`src/rtl/pc_pkg.sv`:
```
// Shared definitions for the program-counter unit: next-PC source encodings
// and the fixed instruction size.
package pc_pkg;

  typedef enum logic [1:0] {
    PC_SEQ = 2'b00,
    PC_BR  = 2'b01,
    PC_JR  = 2'b10,
    PC_J   = 2'b11
  } pcsrc_e;

  localparam int unsigned INSTR_BYTES = 4;

endpackage

```
`src/rtl/pc_ras.sv`:
```
// Circular return-address stack. Pushing while full overwrites the oldest
// entry; a simultaneous push and pop replaces the top entry in place.
module pc_ras #(
  parameter int unsigned RAS_DEPTH = 4,
  parameter int unsigned WIDTH     = 32
) (
  input  logic             CLK,
  input  logic             Reset,
  input  logic             push,
  input  logic             pop,
  input  logic [WIDTH-1:0] din,
  output logic [WIDTH-1:0] top,
  output logic             empty,
  output logic             full
);

  localparam int unsigned PW = $clog2(RAS_DEPTH);

  logic [WIDTH-1:0] mem [RAS_DEPTH];
  logic [PW-1:0]    ptr;
  logic [PW-1:0]    top_idx;
  logic [PW:0]      cnt;
  logic             pop_ok;

  // ptr is the next free slot; wrapping it is what discards the oldest entry
  assign top_idx = ptr - PW'(1);
  assign top     = mem[top_idx];
  assign empty   = (cnt == '0);
  assign full    = (cnt == (PW+1)'(RAS_DEPTH));
  assign pop_ok  = pop && !empty;

  always_ff @(posedge CLK or negedge Reset) begin
    if (!Reset) begin
      ptr <= '0;
      cnt <= '0;
    end else if (push && !pop_ok) begin
      ptr <= ptr + PW'(1);
      if (!full) cnt <= cnt + 1'b1;
    end else if (pop_ok && !push) begin
      ptr <= top_idx;
      cnt <= cnt - 1'b1;
    end
  end

  always_ff @(posedge CLK) begin
    if (push) mem[pop_ok ? top_idx : ptr] <= din;
  end

endmodule

```
`src/rtl/pc_unit.sv`:
```
// Program-counter unit with branch/jr/jump selection and sticky misalignment
// detection. Define PC_UNIT_RAS_EN to include the return-address stack.
module pc_unit
  import pc_pkg::*;
#(
  parameter int unsigned      WIDTH     = 32,
  parameter logic [WIDTH-1:0] RESET_VEC = '0,
  parameter int unsigned      RAS_DEPTH = 4
) (
  input  logic             CLK,
  input  logic             Reset,
  input  logic             PCWre,
  input  logic [1:0]       PCSrc,
  input  logic             BrTaken,
  input  logic [WIDTH-1:0] imm,
  input  logic [25:0]      jaddr,
  input  logic [WIDTH-1:0] rs_data,
  input  logic             call,
  input  logic             ret,
  output logic [WIDTH-1:0] curPC,
  output logic [WIDTH-1:0] pc4,
  output logic             ras_empty,
  output logic             ras_full,
  output logic             misalign
);

  logic [WIDTH-1:0] br_target;
  logic [WIDTH-1:0] j_target;
  logic [WIDTH-1:0] sel_pc;
  logic [WIDTH-1:0] nextPC;
  logic [WIDTH-1:0] ras_top;
  logic             use_ras;
  logic             mis_tgt;
  logic             upd;

  assign pc4       = curPC + WIDTH'(INSTR_BYTES);
  assign br_target = pc4 + (imm << 2);
  assign j_target  = {pc4[WIDTH-1:28], jaddr, 2'b00};

  always_comb begin
    sel_pc = pc4;
    case (pcsrc_e'(PCSrc))
      PC_SEQ:  sel_pc = pc4;
      PC_BR:   sel_pc = BrTaken ? br_target : pc4;
      PC_JR:   sel_pc = rs_data;
      PC_J:    sel_pc = j_target;
      default: sel_pc = pc4;
    endcase
  end

  assign nextPC  = use_ras ? ras_top : sel_pc;
  assign mis_tgt = |nextPC[1:0];
  assign upd     = PCWre && !mis_tgt;

`ifdef PC_UNIT_RAS_EN
  logic ras_push;
  logic ras_pop;

  // stack only moves on a committed update, so a misaligned target leaves it intact
  assign use_ras  = ret && !ras_empty;
  assign ras_push = call && upd;
  assign ras_pop  = use_ras && upd;

  pc_ras #(
    .RAS_DEPTH (RAS_DEPTH),
    .WIDTH     (WIDTH)
  ) u_ras (
    .CLK   (CLK),
    .Reset (Reset),
    .push  (ras_push),
    .pop   (ras_pop),
    .din   (pc4),
    .top   (ras_top),
    .empty (ras_empty),
    .full  (ras_full)
  );
`else
  localparam int unsigned ras_depth_unused = RAS_DEPTH;
  logic ras_unused;

  assign ras_unused = call ^ ret;
  assign use_ras    = 1'b0;
  assign ras_top    = '0;
  assign ras_empty  = 1'b1;
  assign ras_full   = 1'b0;
`endif

  always_ff @(posedge CLK or negedge Reset) begin
    if (!Reset) begin
      curPC    <= RESET_VEC;
      misalign <= 1'b0;
    end else begin
      if (upd) curPC <= nextPC;
      if (PCWre && mis_tgt) misalign <= 1'b1;
    end
  end

endmodule

```
`config.mk`:
```
export PLATFORM = sky130hd
export DESIGN_NAME = pc_unit
export DESIGN_NICKNAME = d
export VERILOG_FILES = /design/src/rtl/pc_pkg.sv /design/src/rtl/pc_ras.sv /design/src/rtl/pc_unit.sv
export SDC_FILE = /design/constraint.sdc
export NUM_CORES = 1
export LEC_CHECK = 0
export BUFFER_PORTS_ARGS = -buffer_cell sky130_fd_sc_hd__buf_2
export CAP_MARGIN = 30
export CORE_MARGIN = 3
export CORE_UTILIZATION = 51
export CTS_CLUSTER_SIZE = 24
export DETAILED_ROUTE_END_ITERATION = 7
export GPL_TIMING_DRIVEN = 0
export PLACE_DENSITY = 0.82
export SLEW_MARGIN = 20
export SYNTH_ARGS = -nofsm -noshare
export SYNTH_HDL_FRONTEND = slang
export SYNTH_SLANG_ARGS = --single-unit
```
`constraint.sdc`:
```
create_clock -name CLK -period 4.71 [get_ports CLK]
set_clock_uncertainty 0.2 [all_clocks]
set_input_delay 0.471 -clock CLK [delete_from_list [all_inputs] [get_ports CLK]]
set_output_delay 0.471 -clock CLK [all_outputs]
set_load 0.01 [all_outputs]
```
==> flow_summary.toml, run 1 <==
[power_and_ir_drop]
pwr-share-seq_pct = 22.5
ir_drop_mv = 0.144
p_comb_share_pct = 65.7
leakage_nw = 2.67
pwr-share-clk_pct = 11.7
power.density_nw_per_um2 = 357
p_sw_w = 0.000965
intPower_w = 0.000983
p_sw_share_pct = 49.5

[clock_network]
cts_buffer_depth = 2
cts_tree = "done"
cts_num_sinks = 33
clock_latency_ps = 300
cts_buffers = 5
cts_max_level = 2
clk_pin_slew_ps = 70
cts_setup_buffers = 0
root_buffer = "clkbuf_8"

[final_layout]
antennaDiodeCount = 0
syn2layout_area_growth_pct = 22.7
layout_common_cells = "buf_2 (162), nand2_1 (67), a21oi_1 (49)"
final_core_util_pct = 65.4
drive_above_1_share_pct = 27.3
final_common_cell = "buf_2"
fin_nets = 874

[timing]
fin_crit_ps = 4390
slew_viol_final = 0
setup_viol = 0
post-route-period-util_pct = 93.1
worst_slew_pin_slew_ps = 925
slew_headroom_pct = 38.3
final.setup.tns_ps = 0
rsz0062_at_grt = "no"
final-hold-violation-count = 0
clock.fmax_mhz = 228

[detailed_routing]
via_per_inst = 6.24
wl_per_cell_um = 18.8
drtAntennaViolNets = 0
num_vias = 5278
drtPass1Iterations = 6
drc_errors = 0
wirelength_um = 15900
drt-initial-drc-count = 396

[grt]
overflow = 0
antenna_found_initial = 0
grt_start_max_net_pins = 34
grt_pass1_vias = 4832
grtUsageMet3_pct = 4.84
use_met1_pct = 42.3
busiest_layer = "met2"
track_usage_pct = 30.9
grt_first_pass_wirelength_um = 24400
gr-usage-met2_pct = 48.9

[critical_path]
start_kind = "flip-flop"
worstPathArrival_ps = 4360
cp_data_required_time_ps = 4680
cp_max_fo = 8
cp-end-kind = "flip-flop"
critical_path_class = "flip-flop to flip-flop"
r2r_cells = 17

[floorplanning]
initial_core_util_pct = 53.3
core_um2 = 8340
io_pins = 165
rows = 33
die_height_um = 99.4
die_width_um = 99.4
dieArea_um2 = 9870

[synth]
netlist_area_um2 = 4440
syn_inst = 577
synth_edf_count = 0
ys_warn_count = 0
ys_ff_latch = 33
ys_types = 72
synth_nets = 710
ys_seq_area_share_pct = 18.6
async_reset_ff_share_pct = 100
syn_avg_cell_area_um2 = 7.70
synth_flop_cell = "dfrtp_1"

[job]
cap_violations = 0

[outcome]
outcome = "finished clean"

[placement]
place_congestion = 0.930
numPortBuffers = 157
dp_hpwl_um = 12500

[worst_hold_path]
min_path_type = "primary input to asynchronous set/reset pin"
-- power groups by stage --
| stage | Sequential, W | Clock, W | Combinational [W] |
|---|---|---|---|
| final | 0.000439 | 0.000229 | 0.00128 |
| after global routing | 0.000448 | 0.000234 | 0.00139 |
| after CTS | 0.000434 | 0.000226 | 0.00126 |
| after detailed placement | 0.000438 | 0 | 0.00125 |
| after global placement | 0.000436 | 0 | 0.00122 |
| after floorplan | 0.000446 | 0 | 0.000846 |
-- worst paths after layout --
path	slack [ps]	start	endpoint
min in group CLK	210	PCWre	misalign
min	60	Reset	curPC[31]
max in group asynchronous	3730	Reset	curPC[16]
min reg2reg	280	misalign	misalign
max	320	curPC[2]	curPC[31]
max reg2reg	320	curPC[2]	curPC[31]
-- synthesized netlist by cell type, drive strengths merged (8+ instances only) --
| library cell | number | area, um^2 |
|---|---|---|
| a31oi | 11 | 68.8 |
| a21o | 20 | 150 |
| mux2i | 21 | 210 |
| nand2b | 9 | 63.8 |
| o21ai | 50 | 269 |
| xnor2 | 29 | 262 |
| and3 | 10 | 62.6 |
| inv | 10 | 37.5 |
| xor2 | 23 | 201 |
| a21oi | 50 | 262 |
| nand4 | 8 | 56.3 |
| buf | 12 | 66.3 |
| nor2 | 45 | 179 |
| nor3 | 13 | 75.1 |
| nand2 | 68 | 258 |
| ha | 34 | 425 |
| nand3 | 22 | 110 |
| clkbuf | 23 | 86.3 |
| dfrtp | 33 | 826 |
| a221oi | 8 | 76.3 |
-- timing repair --
item,CTS,global route
gates resized for setup,0,1
endpoints found under the setup margin,0,1
hold buffers,0,0
-- state kept, by name (all words and copies together) (netlist names) --
name      flops
curPC        32
misalign      1
-- area by class of cell --
cell class	instances	area, um^2
clock buffer	7	86.3
fill	752	2890
inverter	12	45.0
timing repair buffer	157	786
multi-input combinational	497	3430
buffer	35	153
tap	105	131
sequential	33	826
-- metal layers --
metal	share of wire, %	wire [um]
met3	11	1790
met1	41	6560
met2	44	7060
met4	3.2	504
met5	0	0
-- per-stage QoR --
step           area, um^2  hold slack [ps]  total power, W  cells  worst slack [ps]
2_1_floorplan        4440            -24.6         0.00129    577               877
3_3_place_gp         5360              236         0.00166    839               443
3_5_place_dp         5360              266         0.00169    839               370
4_1_cts              5450             86.8         0.00192    846               340
5_1_grt              5460              114         0.00208    846              27.8
6_report             5460             58.2         0.00195    846               324
-- worst max-delay path, cell delays in order, from the launching register on --
cell and delay (ps):
dfrtp_1 450, ha_1 260, and3_1 160, buf_2 190, and4_1 280, nand3_1 140
xnor2_1 290, ha_1 290, buf_2 170, nand3_1 90, nand2_1 90, nor3_2 260
a21oi_4 110, a221oi_2 490, o21ai_1 180, mux2i_1 290, mux2i_1 230, nand3_1 90
-- logic make-up (layout without fill, tap and decap cells) --
logic type / Yosys count / after routing / synth area share (%)
and+or+nand+nor: 203 / 203 / 23.3
AOI/OAI and AO/OA: 178 / 178 / 26.9
xor gates and xnor gates: 52 / 52 / 10.4
buffers and inverters: 47 / 211 / 4.45
adders and majority gates: 35 / 35 / 10.0
DFF: 33 / 33 / 18.6
muxes: 27 / 27 / 6.25
other: 2 / 2 / 0.169
(Power assumes the default switching activity.)
==> run 2: changes to the inputs <==
--- a/config.mk
+++ b/config.mk
@@ -7,12 +7,14 @@
 export LEC_CHECK = 0
 export BUFFER_PORTS_ARGS = -buffer_cell sky130_fd_sc_hd__buf_2
 export CAP_MARGIN = 30
+export CELL_PAD_IN_SITES_DETAIL_PLACEMENT = 1
+export CELL_PAD_IN_SITES_GLOBAL_PLACEMENT = 1
 export CORE_MARGIN = 3
-export CORE_UTILIZATION = 51
+export CORE_UTILIZATION = 36
 export CTS_CLUSTER_SIZE = 24
 export DETAILED_ROUTE_END_ITERATION = 7
 export GPL_TIMING_DRIVEN = 0
-export PLACE_DENSITY = 0.82
+export PLACE_DENSITY_LB_ADDON = 0.1
 export SLEW_MARGIN = 20
 export SYNTH_ARGS = -nofsm -noshare
 export SYNTH_HDL_FRONTEND = slang
==> run 2 against run 1 <==
First-iteration DRC count down 21%. Design area up 3.8%. Fmax is 1.8% lower. Sequential power hardly changed. Die area is 39% higher. Final cell count up 7.3%. Global-route usage down 4.1 points. Critical endpoint unchanged.
==> flow_summary.toml, run 2 (same netlist as run 1, synthesis figures left out) <==
[grt]
grt_first_pass_wirelength_um = 28100
grt_pass1_vias = 5182
grt_start_max_net_pins = 34
antenna_found_initial = 0
track_usage_pct = 26.8
overflow = 0

[final_layout]
regMostFlops = "curPC"
fin_nets = 876
postLayoutCellArea_um2 = 5660
antennaDiodeCount = 0
final_common_cell = "buf_2"
syn2layout_area_growth_pct = 27.4
largest_registers = "curPC: 32 flops, misalign: 1 flops"
largest_reg_flops = 32
drive_above_1_share_pct = 27.6
layout_common_cells = "buf_2 (162), nand2_1 (67), a21oi_1 (49)"
fillerInstances = 1533

[detailed_routing]
drtAntennaViolNets = 0
via_per_inst = 5.71
drtPass1Iterations = 4
wirelength_um = 18900
wl_per_cell_um = 20.8
drt-initial-drc-count = 311
drc_errors = 0
num_vias = 5182

[clock_network]
root_buffer = "clkbuf_16"
cts_max_level = 2
clock_latency_ps = 290
cts_tree = "done"
cts_setup_buffers = 0
cts_num_sinks = 33
clk_pin_slew_ps = 60
cts_buffer_depth = 2
cts_buffers = 5

[power_and_ir_drop]
finalPower_w = 0.00217
ir_drop_mv = 0.135
power.density_nw_per_um2 = 384
leakage_nw = 2.73

[timing]
final-hold-violation-count = 0
clock.fmax_mhz = 224
slew_headroom_pct = 36.3
slew_viol_final = 0
final.setup.tns_ps = 0
rsz0062_at_grt = "no"
fin_crit_ps = 4470
setup_viol = 0
worst_slew_pin_slew_ps = 955
post-route-period-util_pct = 94.8

[critical_path]
start_kind = "flip-flop"
critical_path_class = "flip-flop to flip-flop"
crit_start = "curPC[2]"
reg2reg_from = "curPC[2]"
worstPathArrival_ps = 4440
cp-end-kind = "flip-flop"
cp_max_fo = 7
cp_data_required_time_ps = 4680

[outcome]
outcome = "finished clean"

[job]
cap_violations = 0

[worst_hold_path]
min_path_type = "primary input to flip-flop"
hold_start = "PCWre"

[placement]
place_area_um2 = 5440
numPortBuffers = 157
dp_hpwl_um = 14900
place_congestion = 0.864

[floorplanning]
die_height_um = 117
dieArea_um2 = 13700
die_width_um = 117
rows = 39
core_um2 = 11800
initial_core_util_pct = 37.8
io_pins = 165
run 2: area by class of cell:
class	instances	area [um^2]	area share, %
buffer	35	153	2.69
clock buffer	7	143	2.52
clock inverter	1	30.0	0.530
inverter	12	45.0	0.795
multi-input combinational	497	3450	60.9
sequential	33	826	14.6
tap	164	205	3.62
timing repair buffer	159	816	14.4
run 2: routing by layer:
| layer | part of all wire [%] | vias to the layer above | track usage [%] |
|---|---|---|---|
| met2 | 49 | 160 | 46.2 |
| met3 | 5.2 | 27 | 2.47 |
| met5 | 0 | - | 0 |
| met4 | 2.1 | 0 | 7.11 |
| met1 | 43 | 2549 | 35.9 |
| li1 | - | 2446 | - |
run 2: path summary, 6_finish.rpt:
path                             end  slack [ps]  depth (start not counted)
min in group asynchronous   curPC[3]         370                          2
max                        curPC[31]         240                         15
max in group asynchronous  curPC[14]        3500                          3
max reg2reg                curPC[31]         240                         15
min                         misalign         210                          2
min reg2reg                 misalign         250                          1
run 2: timing repair:
item / 4_1_cts / 5_1_grt
hold buffers: 0 / 1
endpoints found under the setup margin: 0 / 4
hold endpoints to repair: 0 / 6
gates resized for setup: 0 / 3
run 2: per-stage QoR:
| stage | hold WS (ps) | utilization [%] | instances | setup slack (ps) |
|---|---|---|---|---|
| floorplan | -24.6 | - | 577 | 877 |
| finish | 205 | 48.2 | 908 | 244 |
| global placement | 239 | 46.2 | 898 | 320 |
| detailed placement | 246 | 46.2 | 898 | 214 |
| CTS | 132 | 47.7 | 906 | 179 |
| global route | 239 | 48.2 | 908 | 0.265 |
run 2: critical path, cell delays in order (launching register included):
cell and delay, ps:
dfrtp_1 440, ha_1 270, and3_1 180, buf_2 210, nand4_2 220, nor2_2 270, nand2_1 110, xnor2_1 360
ha_1 380, and3_1 260, and4_1 250, a221oi_4 390, o21ai_1 150, mux2i_1 320, mux2i_1 240, nand3_1 90
run 2: power breakdown:
part | internal, W | switching (W) | leakage [nW]
clock | 0.000265 | 0.000147 | 0.0841
combinational | 0.000532 | 0.000791 | 2.25
sequential | 0.000342 | 0.0000951 | 0.398
